### config.mk
export PLATFORM = sky130hd
export DESIGN_NAME = writeback_arbiter_flat
export DESIGN_NICKNAME = d
export VERILOG_FILES = /design/src/rtl/writeback_arbiter_if.sv /design/src/rtl/writeback_arbiter.sv /design/src/flat_wrapper.sv
export SDC_FILE = /design/constraint.sdc
export NUM_CORES = 1
export LEC_CHECK = 0
export CAP_MARGIN = 25
export CELL_PAD_IN_SITES_DETAIL_PLACEMENT = 0
export CELL_PAD_IN_SITES_GLOBAL_PLACEMENT = 1
export CORE_MARGIN = 8
export CORE_UTILIZATION = 45
export DETAILED_ROUTE_END_ITERATION = 8
export MAX_ROUTING_LAYER = met4
export PLACE_DENSITY = 0.82
export SYNTH_ARGS = -nofsm -noshare
export SYNTH_HDL_FRONTEND = slang
export SYNTH_SLANG_ARGS = --single-unit
### constraint.sdc
create_clock -name clock -period 2.6 [get_ports clock]
set_input_delay 0.39 -clock clock [delete_from_list [all_inputs] [get_ports clock]]
set_output_delay 0.39 -clock clock [all_outputs]
set_load 0.02 [all_outputs]
### src/rtl/writeback_arbiter_if.sv
`default_nettype none
// ============================================================================
// Module  : writeback_arbiter_if
// Brief   : Producer-side and regfile-side bundle of the writeback arbiter.
// Revision: 1.0 - initial release
// ============================================================================
interface writeback_arbiter_if #(
    parameter int DATA_WIDTH  = 32,
    parameter int ADDR_WIDTH  = 5,
    parameter int COUNT_WIDTH = 3
);
    logic                   alu_valid;
    logic [ADDR_WIDTH-1:0]  alu_rd;
    logic [DATA_WIDTH-1:0]  alu_data;
    logic                   alu_ready;
    logic                   mem_valid;
    logic [ADDR_WIDTH-1:0]  mem_rd;
    logic [DATA_WIDTH-1:0]  mem_data;
    logic                   rf_we;
    logic [ADDR_WIDTH-1:0]  rf_waddr;
    logic [DATA_WIDTH-1:0]  rf_wdata;
    logic [COUNT_WIDTH-1:0] fifo_count;

    modport master (
        output alu_valid, alu_rd, alu_data, mem_valid, mem_rd, mem_data,
        input  alu_ready, rf_we, rf_waddr, rf_wdata, fifo_count
    );

    modport slave (
        input  alu_valid, alu_rd, alu_data, mem_valid, mem_rd, mem_data,
        output alu_ready, rf_we, rf_waddr, rf_wdata, fifo_count
    );
endinterface
`default_nettype wire

### src/rtl/writeback_arbiter.sv
`default_nettype none
// ============================================================================
// Module  : writeback_arbiter
// Brief   : Single regfile write port shared by loads (priority) and queued ALU results.
// Revision: 1.0 - initial release
// ============================================================================
module writeback_arbiter #(
    parameter int DATA_WIDTH = 32,
    parameter int ADDR_WIDTH = 5,
    parameter int FIFO_DEPTH = 4
) (
    input  wire logic           clock,
    input  wire logic           reset_n,
    writeback_arbiter_if.slave  bus
);
    localparam int PTR_W = $clog2(FIFO_DEPTH);
    localparam int CNT_W = PTR_W + 1;
    localparam logic [CNT_W-1:0] c_full = CNT_W'(FIFO_DEPTH);
    localparam logic [CNT_W-1:0] c_one  = CNT_W'(1);
    localparam logic [PTR_W-1:0] c_step = PTR_W'(1);

    logic [ADDR_WIDTH-1:0] r_rd   [FIFO_DEPTH];
    logic [DATA_WIDTH-1:0] r_data [FIFO_DEPTH];
    logic [FIFO_DEPTH-1:0] r_live;
    logic [PTR_W-1:0]      r_head;
    logic [PTR_W-1:0]      r_tail;
    logic [CNT_W-1:0]      r_count;
    logic                  r_we;
    logic [ADDR_WIDTH-1:0] r_waddr;
    logic [DATA_WIDTH-1:0] r_wdata;

    logic                  w_full;
    logic                  w_empty;
    logic                  w_accept;
    logic                  w_push;
    logic                  w_pop;
    logic                  w_win;
    logic                  w_win_live;
    logic [ADDR_WIDTH-1:0] w_win_rd;
    logic [DATA_WIDTH-1:0] w_win_data;
    logic [FIFO_DEPTH-1:0] w_squash;

    assign w_full   = (r_count == c_full);
    assign w_empty  = (r_count == '0);
    assign w_accept = bus.alu_valid && !w_full;

    assign bus.alu_ready  = !w_full;
    assign bus.fifo_count = r_count;
    assign bus.rf_we      = r_we;
    assign bus.rf_waddr   = r_waddr;
    assign bus.rf_wdata   = r_wdata;

    // Loads win; otherwise the queue head; an ALU result bypasses only into an empty queue.
    always_comb begin
        w_push     = 1'b0;
        w_pop      = 1'b0;
        w_win      = 1'b0;
        w_win_live = 1'b0;
        w_win_rd   = '0;
        w_win_data = '0;
        if (bus.mem_valid) begin
            w_win      = 1'b1;
            w_win_live = 1'b1;
            w_win_rd   = bus.mem_rd;
            w_win_data = bus.mem_data;
            w_push     = w_accept;
        end else if (!w_empty) begin
            w_win      = 1'b1;
            w_win_live = r_live[r_head];
            w_win_rd   = r_rd[r_head];
            w_win_data = r_data[r_head];
            w_pop      = 1'b1;
            w_push     = w_accept;
        end else if (w_accept) begin
            w_win      = 1'b1;
            w_win_live = 1'b1;
            w_win_rd   = bus.alu_rd;
            w_win_data = bus.alu_data;
        end
    end

    // A load makes older queued writes to the same register redundant.
    always_comb begin
        w_squash = '0;
        for (int i = 0; i < FIFO_DEPTH; i++) begin
            w_squash[i] = bus.mem_valid && (bus.mem_rd != '0) && (r_rd[i] == bus.mem_rd);
        end
    end

    always_ff @(posedge clock) begin
        if (w_push) begin
            r_rd[r_tail]   <= bus.alu_rd;
            r_data[r_tail] <= bus.alu_data;
        end
    end

    always_ff @(posedge clock or negedge reset_n) begin
        if (!reset_n) begin
            r_live  <= '0;
            r_head  <= '0;
            r_tail  <= '0;
            r_count <= '0;
        end else begin
            r_live <= r_live & ~w_squash;
            if (w_push) begin
                r_live[r_tail] <= 1'b1;
                r_tail         <= r_tail + c_step;
            end
            if (w_pop) begin
                r_head <= r_head + c_step;
            end
            case ({w_push, w_pop})
                2'b10:   r_count <= r_count + c_one;
                2'b01:   r_count <= r_count - c_one;
                default: r_count <= r_count;
            endcase
        end
    end

    always_ff @(posedge clock or negedge reset_n) begin
        if (!reset_n) begin
            r_we    <= 1'b0;
            r_waddr <= '0;
            r_wdata <= '0;
        end else if (w_win) begin
            r_we    <= w_win_live && (w_win_rd != '0);
            r_waddr <= w_win_rd;
            r_wdata <= w_win_data;
        end else begin
            r_we <= 1'b0;
        end
    end
endmodule
`default_nettype wire

### src/flat_wrapper.sv
// flat-port wrapper written by rule: the top's interface ports become plain ports
module writeback_arbiter_flat 
#(
    parameter int DATA_WIDTH = 32,
    parameter int ADDR_WIDTH = 5,
    parameter int FIFO_DEPTH = 4
)
  (clock, reset_n, bus_alu_valid, bus_alu_rd, bus_alu_data, bus_mem_valid, bus_mem_rd, bus_mem_data, bus_alu_ready, bus_rf_we, bus_rf_waddr, bus_rf_wdata, bus_fifo_count);
  writeback_arbiter_if #(.DATA_WIDTH(DATA_WIDTH), .ADDR_WIDTH(ADDR_WIDTH), .COUNT_WIDTH(3)) bus_i ();
  input  wire logic clock;
  input  wire logic reset_n;
  input wire logic [$bits(bus_i.alu_valid)-1:0] bus_alu_valid;
  input wire logic [$bits(bus_i.alu_rd)-1:0] bus_alu_rd;
  input wire logic [$bits(bus_i.alu_data)-1:0] bus_alu_data;
  input wire logic [$bits(bus_i.mem_valid)-1:0] bus_mem_valid;
  input wire logic [$bits(bus_i.mem_rd)-1:0] bus_mem_rd;
  input wire logic [$bits(bus_i.mem_data)-1:0] bus_mem_data;
  output wire logic [$bits(bus_i.alu_ready)-1:0] bus_alu_ready;
  output wire logic [$bits(bus_i.rf_we)-1:0] bus_rf_we;
  output wire logic [$bits(bus_i.rf_waddr)-1:0] bus_rf_waddr;
  output wire logic [$bits(bus_i.rf_wdata)-1:0] bus_rf_wdata;
  output wire logic [$bits(bus_i.fifo_count)-1:0] bus_fifo_count;
  assign bus_i.alu_valid = bus_alu_valid;
  assign bus_i.alu_rd = bus_alu_rd;
  assign bus_i.alu_data = bus_alu_data;
  assign bus_i.mem_valid = bus_mem_valid;
  assign bus_i.mem_rd = bus_mem_rd;
  assign bus_i.mem_data = bus_mem_data;
  assign bus_alu_ready = bus_i.alu_ready;
  assign bus_rf_we = bus_i.rf_we;
  assign bus_rf_waddr = bus_i.rf_waddr;
  assign bus_rf_wdata = bus_i.rf_wdata;
  assign bus_fifo_count = bus_i.fifo_count;
  writeback_arbiter #(.DATA_WIDTH(DATA_WIDTH), .ADDR_WIDTH(ADDR_WIDTH), .FIFO_DEPTH(FIFO_DEPTH)) u_core (.clock(clock), .reset_n(reset_n), .bus(bus_i));
endmodule
==> impl_metrics.toml <==
[pwr]
p_int_mw = 7.48
netSwitchingFraction = 0.323
p_switching_mw = 3.58
ir_drop_v = 0.000607
power_frac_seq = 0.422
combPwrFrac = 0.334
pwr-share-clk = 0.244
power_density_nw_per_um2 = 1070
leakage_nw = 3.58

[detailed_routing]
wl_mm = 19.2
wl_met1_mm = 8.19
wl_per_cell_microns = 22.3
firstDrtPassIters = 5
drc = 0
dr.first_iter.drc_count = 437
vias = 4925
top_layer = "met4"
route.met3.wl_mm = 1.10
ant_nets = 0
viasPerCell = 5.73
route.met2.wl_mm = 9.67

[worst_setup_path]
start_kind = "register"
critical_path_peak_fanout = 8
worstSetupPathType = "register to register"
cp-end-kind = "register"
r2r_slack_ns = 0.18
worstReg2RegEnd = "u_core.bus.fifo_count[2]$_DFFE_PN0P_"
worst_ep_required_time_ns = 2.94
reg2reg_depth = 9
r2r-start = "u_core.bus.fifo_count[2]$_DFFE_PN0P_"
worstPathArrival_ns = 2.76
startpoint = "u_core.bus.fifo_count[2]$_DFFE_PN0P_"
timing.critical_path.to = "u_core.bus.fifo_count[2]$_DFFE_PN0P_"

[yosys]
syn_area_per_cell_sq_um = 16.4
synth_fp_nets = 585
syn_area_sq_um = 8200
ys_seq_area_frac = 0.691
syn_inst = 501
synth.distinct_cells = 37
ys_ff_latch = 197
yosys_warnings = 0

[worst_hold_path]
hold_path_depth = 3
hold_class = "input port to register"

[sta]
timing.hold.ws_ns = 0.437
finalCritPeriodShare = 0.932
fin_tns_setup_ns = 0
rsz0062_at_grt = "false"
fmax_mhz = 413
tightest_slew_ns = 0.668
slew_violations = 0
finalHoldViolations = 0
fin_crit_ns = 2.42
skew_ns = 0.00870
setup_viol_count_final = 0
relSlewSlack = 0.555

[cts]
cts_sinks = 197
htree_levels = 4
cts_max_path_buffers = 2
clock_latency_ns = 0.43
clk_pin_slew_ns = 0.07
cts_tree = "built"
postCtsSetupBuffers = 0
cts_buffers = 17
cts_root_buffer = "clkbuf_16"

[place]
dp_hpwl_mm = 12.2
routabilityCongestion = 0.772
numPortBuffers = 119

[cells_and_area]
syn_to_final_growth_pct = 25.7
drive_above_1_share = 0.147
final_cell_mix = "edfxtp_1 (148), clkdlybuf4s50_1 (116), dfrtp_1 (47)"
final_common_cell = "edfxtp_1"
nets = 702
diodes = 0

[floorplanning]
die_w_microns = 151
rows = 49
core_area_sq_um = 17900
die_y_microns = 151
die_area_sq_um = 22800
start_util = 0.458
io_pins = 120

[global_routing]
grt_overflow = 0
grt_pass1_vias = 5265
grt_max_degree = 42
grt.total_usage = 0.177
antenna_found_initial = 0
grt_pass1_wl_mm = 29.7

[job]
drv_cap = 0

[run_status]
status = "finished clean"
==> logic make-up (layout without fill, tap and decap cells) <==
kind of cell,Yosys count,in the layout,synth area share
AND/OR/NAND/NOR,87,87,0.0554
buffers and inverters,45,175,0.0281
AO/OA/AOI/OAI,101,101,0.0793
multiplexers,39,39,0.108
adder cells (fa/ha/maj),6,6,0.0101
XOR/XNOR,26,26,0.0278
flip-flops,197,197,0.691
==> flip-flops by register name, indices dropped and copies added, names as in the netlist <==
signal                 flops
u_core.bus.fifo_count      3
u_core.bus.rf_waddr        5
u_core.bus.rf_wdata       32
u_core.bus.rf_we           1
u_core.r_data            128
u_core.r_head              2
u_core.r_live              4
u_core.r_rd               20
u_core.r_tail              2
==> worst min path at each step <==
stage / startpoint / to / slack [ns]
floorplan: reset_n / u_core.bus.fifo_count[0]$_DFFE_PN0P_ / 0.09
global placement: reset_n / u_core.bus.rf_wdata[0]$_DFFE_PN0P_ / 0.41
detailed placement: reset_n / u_core.bus.rf_wdata[0]$_DFFE_PN0P_ / 0.42
CTS: bus_mem_valid / u_core.r_head[0]$_DFFE_PN0N_ / 0.42
global route: bus_alu_valid / u_core.r_tail[0]$_DFFE_PN0N_ / 0.44
finish: bus_alu_valid / u_core.r_tail[0]$_DFFE_PN0N_ / 0.44
==> worst max-delay path: stages (launching register included) <==
cell and delay (ns):
dfrtp_1 0.46, or3_1 0.42, o211a_2 0.32, inv_1 0.09, ha_1 0.19, inv_1 0.06
fa_1 0.37, xor2_1 0.15, nor2_1 0.11, xor2_1 0.17
==> synthesized netlist by cell type <==
| cell type | instances | area (sq um) |
|---|---|---|
| buf_4 | 2 | 15.0 |
| buf_6 | 5 | 56.3 |
| nand3b_1 | 16 | 120 |
| fa_1 | 1 | 20.0 |
| clkbuf_1 | 18 | 67.6 |
| inv_1 | 6 | 22.5 |
| edfxtp_1 | 148 | 4440 |
| o211ai_1 | 1 | 7.51 |
| xnor2_1 | 11 | 96.3 |
| xor2_1 | 15 | 131 |
| o211a_1 | 1 | 10.0 |
| and2_1 | 4 | 25.0 |
| or3_1 | 2 | 12.5 |
| and3_1 | 3 | 18.8 |
| o2bb2ai_1 | 2 | 17.5 |
| o21ai_0 | 19 | 95.1 |
| nand4_1 | 4 | 25.0 |
| a21o_1 | 6 | 45.0 |
| buf_2 | 13 | 65.1 |
| o22ai_1 | 16 | 100 |
| nor3_1 | 6 | 30.0 |
| o2111ai_1 | 1 | 8.76 |
| ha_1 | 5 | 62.6 |
| mux4_2 | 32 | 721 |
| a21oi_2 | 1 | 8.76 |
| mux4_1 | 6 | 158 |
| nand2_1 | 28 | 105 |
| o32a_1 | 1 | 10.0 |
| a221o_1 | 16 | 160 |
| clkinv_1 | 1 | 3.75 |
| nor2_1 | 6 | 22.5 |
| mux2i_1 | 1 | 10.0 |
| a21oi_1 | 35 | 175 |
| dfrtp_1 | 49 | 1230 |
| nor3_2 | 1 | 10.0 |
| nand3_1 | 17 | 85.1 |
| a31oi_1 | 2 | 12.5 |
==> stage by stage <==
| step | power (mW) | instances | utilization | area, sq um | setup WS (ns) |
|---|---|---|---|---|---|
| floorplan | 6.94 | 501 | - | 8200 | 0.114 |
| global placement | 8.27 | 823 | 0.536 | 9600 | 0.313 |
| detailed placement | 8.38 | 823 | 0.536 | 9600 | 0.236 |
| CTS | 11.1 | 856 | 0.571 | 10200 | 0.209 |
| global route | 11.6 | 860 | 0.576 | 10300 | 0.0238 |
| finish | 11.1 | 860 | 0.576 | 10300 | 0.178 |
==> cell type report <==
| class | count | area [sq um] |
|---|---|---|
| sequential | 197 | 5670 |
| multi-input combinational | 259 | 2320 |
| inverter | 7 | 26.3 |
| fill | 1339 | 7590 |
| tap | 229 | 287 |
| clock inverter | 15 | 186 |
| timing repair buffer | 136 | 1400 |
| clock buffer | 17 | 425 |
==> layer usage <==
layer / vias to the layer above / global-route usage
li1: 2210 / -
met5: - / -
met3: 17 / 0.0359
met4: 0 / 0.0529
met2: 160 / 0.286
met1: 2538 / 0.223
==> power by group through the flow <==
stage	Sequential, mW	Combinational (mW)	Clock [mW]
6_report	4.67	3.70	2.70
4_1_cts	4.70	3.66	2.72
3_3_place_gp	4.70	3.57	0
5_1_grt	4.75	4.00	2.86
2_1_floorplan	4.85	2.09	0
3_5_place_dp	4.75	3.63	0
==> repair_timing <==
| action | in CTS | in global routing |
|---|---|---|
| gates resized for setup | 0 | 1 |
| hold buffers | 1 | 0 |
| endpoints found under the setup margin | 0 | 1 |
| endpoints found under the hold margin | 23 | 0 |
No activity file was read; power rests on OpenSTA's default activity.
==> edit: new RTL, same settings <==
Make the reset (`reset_n`) synchronous in 2 clocked blocks.
--- a/src/rtl/writeback_arbiter.sv
+++ b/src/rtl/writeback_arbiter.sv
@@ -94,7 +94,7 @@
         end
     end
 
-    always_ff @(posedge clock or negedge reset_n) begin
+    always_ff @(posedge clock) begin
         if (!reset_n) begin
             r_live  <= '0;
             r_head  <= '0;
@@ -117,7 +117,7 @@
         end
     end
 
-    always_ff @(posedge clock or negedge reset_n) begin
+    always_ff @(posedge clock) begin
         if (!reset_n) begin
             r_we    <= 1'b0;
             r_waddr <= '0;
Function: differs if reset_n is asserted again (counterexample within 4 cycles, from zero or initial values and one cycle with reset_n low); with reset_n held inactive, the same outputs for 4 cycles.
==> edit against the original RTL <==
  * Synthesized area grew 2.2%
  * Highest routed layer unchanged
  * Total power shrank 11%
  * Wire length grew 3.7%
  * Critical path depth shrank 6
  * Sequential cell count grew 2
  * Final area grew 1.1%
  * Setup slack gained 0.29 ns
  * Fmax grew 14%
  * Die area grew 1.9%
  * Critical path type is now reg2out
==> edit: results <==
{
  "outcome": "finished, final reports clean",
  "clock-skew-final_ns": 0.01484,
  "layout.area.seq_um2": 5468,
  "drive_gt1_frac": 0.1527,
  "cp_max_fo": 6,
  "grt_pass1_wl_mm": 31.33,
  "p_sw_frac": 0.3195,
  "cp_slowest_cell": "clkdlybuf4s50_1",
  "grt_max_degree": 49,
  "cp.arrival_ns": 1.74,
  "vias_per_cell": 5.593,
  "wl_mm": 19.89,
  "async_flop_share": 0,
  "clkCellAreaFrac": 0.05686,
  "r2r_end": "u_core.bus.fifo_count[2]",
  "first_iter_violations": 323,
  "dr.pass1.iters": 4,
  "ys_types": 42,
  "fillers": 1457,
  "nFlopsAndLatches": 199,
  "min_from": "u_core.bus.rf_waddr[3]",
  "buf_share": 0.1310,
  "diodes": 2,
  "track_usage": 0.1804,
  "multi_input_cells": 305,
  "signal_buffers": 139,
  "r2r_slack_ns": 0.49,
  "inverters_excl_clock": 6,
  "worst_pin_slew_ns": 0.6609,
  "syn_avg_cell_area_um2": 15.24,
  "yosysSeqAreaShare": 0.6519,
  "hold_end": "u_core.bus.rf_waddr[3]",
  "syn_nets": 634,
  "max_stage_delay_ns": 0.61,
  "multi_input_area_share": 0.2572,
  "ys_top_cells_by_area": "edfxtp_1 (53%), dfxtp_1 (12%), mux4_2 (8.1%), mux4_1 (2.5%), a21oi_1 (2.3%)",
  "critPathLaunch": "u_core.bus.fifo_count[0]"
}
edit: cell count changes in the layout (fill, tap and decap cells not counted), moves of 16 or more:
cell | before | now
a221o_1 | 16 | 0
dfrtp_1 | 47 | 0
dfxtp_1 | 0 | 49
nand3b_1 | 16 | 0
nor2_1 | 6 | 25
nor2b_1 | 0 | 29
o22ai_1 | 16 | 0
edit: power groups by stage:
stage | Clock (uW) | Combinational (uW) | Sequential [uW]
floorplan | 0 | 1950 | 4270
global placement | 0 | 3100 | 4140
detailed placement | 0 | 3140 | 4170
CTS | 2660 | 3160 | 4100
global route | 2790 | 3410 | 4140
finish | 2620 | 3130 | 4100
edit: per-stage QoR:
stage          hold slack (ns)  power (uW)  setup slack, ns  instances
2_1_floorplan           0.4889        6219           0.1974        550
3_3_place_gp            0.4461        7236           0.5793        883
3_5_place_dp            0.4476        7304           0.5009        883
4_1_cts                 0.4575        9928           0.4240        915
5_1_grt                 0.4917       10340           0.3518        917
6_report                0.4529        9844           0.4662        917
edit: layer usage:
metal | part of all wire | track usage | up-vias
li1 | - | - | 2356
met1 | 0.42 | 0.2136 | 2604
met2 | 0.50 | 0.2937 | 150
met3 | 0.064 | 0.05360 | 19
met4 | 0.014 | 0.05608 | 0
met5 | 0 | - | -
edit: critical path: cells and delay by family (launching register included):
family | cells | cell delay [ns]
buffers and inverters | 1 | 0.61
DFF | 1 | 0.50
and+or+nand+nor | 2 | 0.21
edit: cell families (layout without fill, tap and decap cells):
kind of cell,count (synthesis),after routing,synth area share
AO/OA/AOI/OAI,95,95,0.08403
AND/OR/NAND/NOR,131,131,0.08105
adder cells (fa/ha/maj),6,6,0.009851
buffers and inverters,46,177,0.02940
XOR/XNOR,25,25,0.02612
multiplexers,48,48,0.1176
other,0,2,0
flip-flops,199,199,0.6519
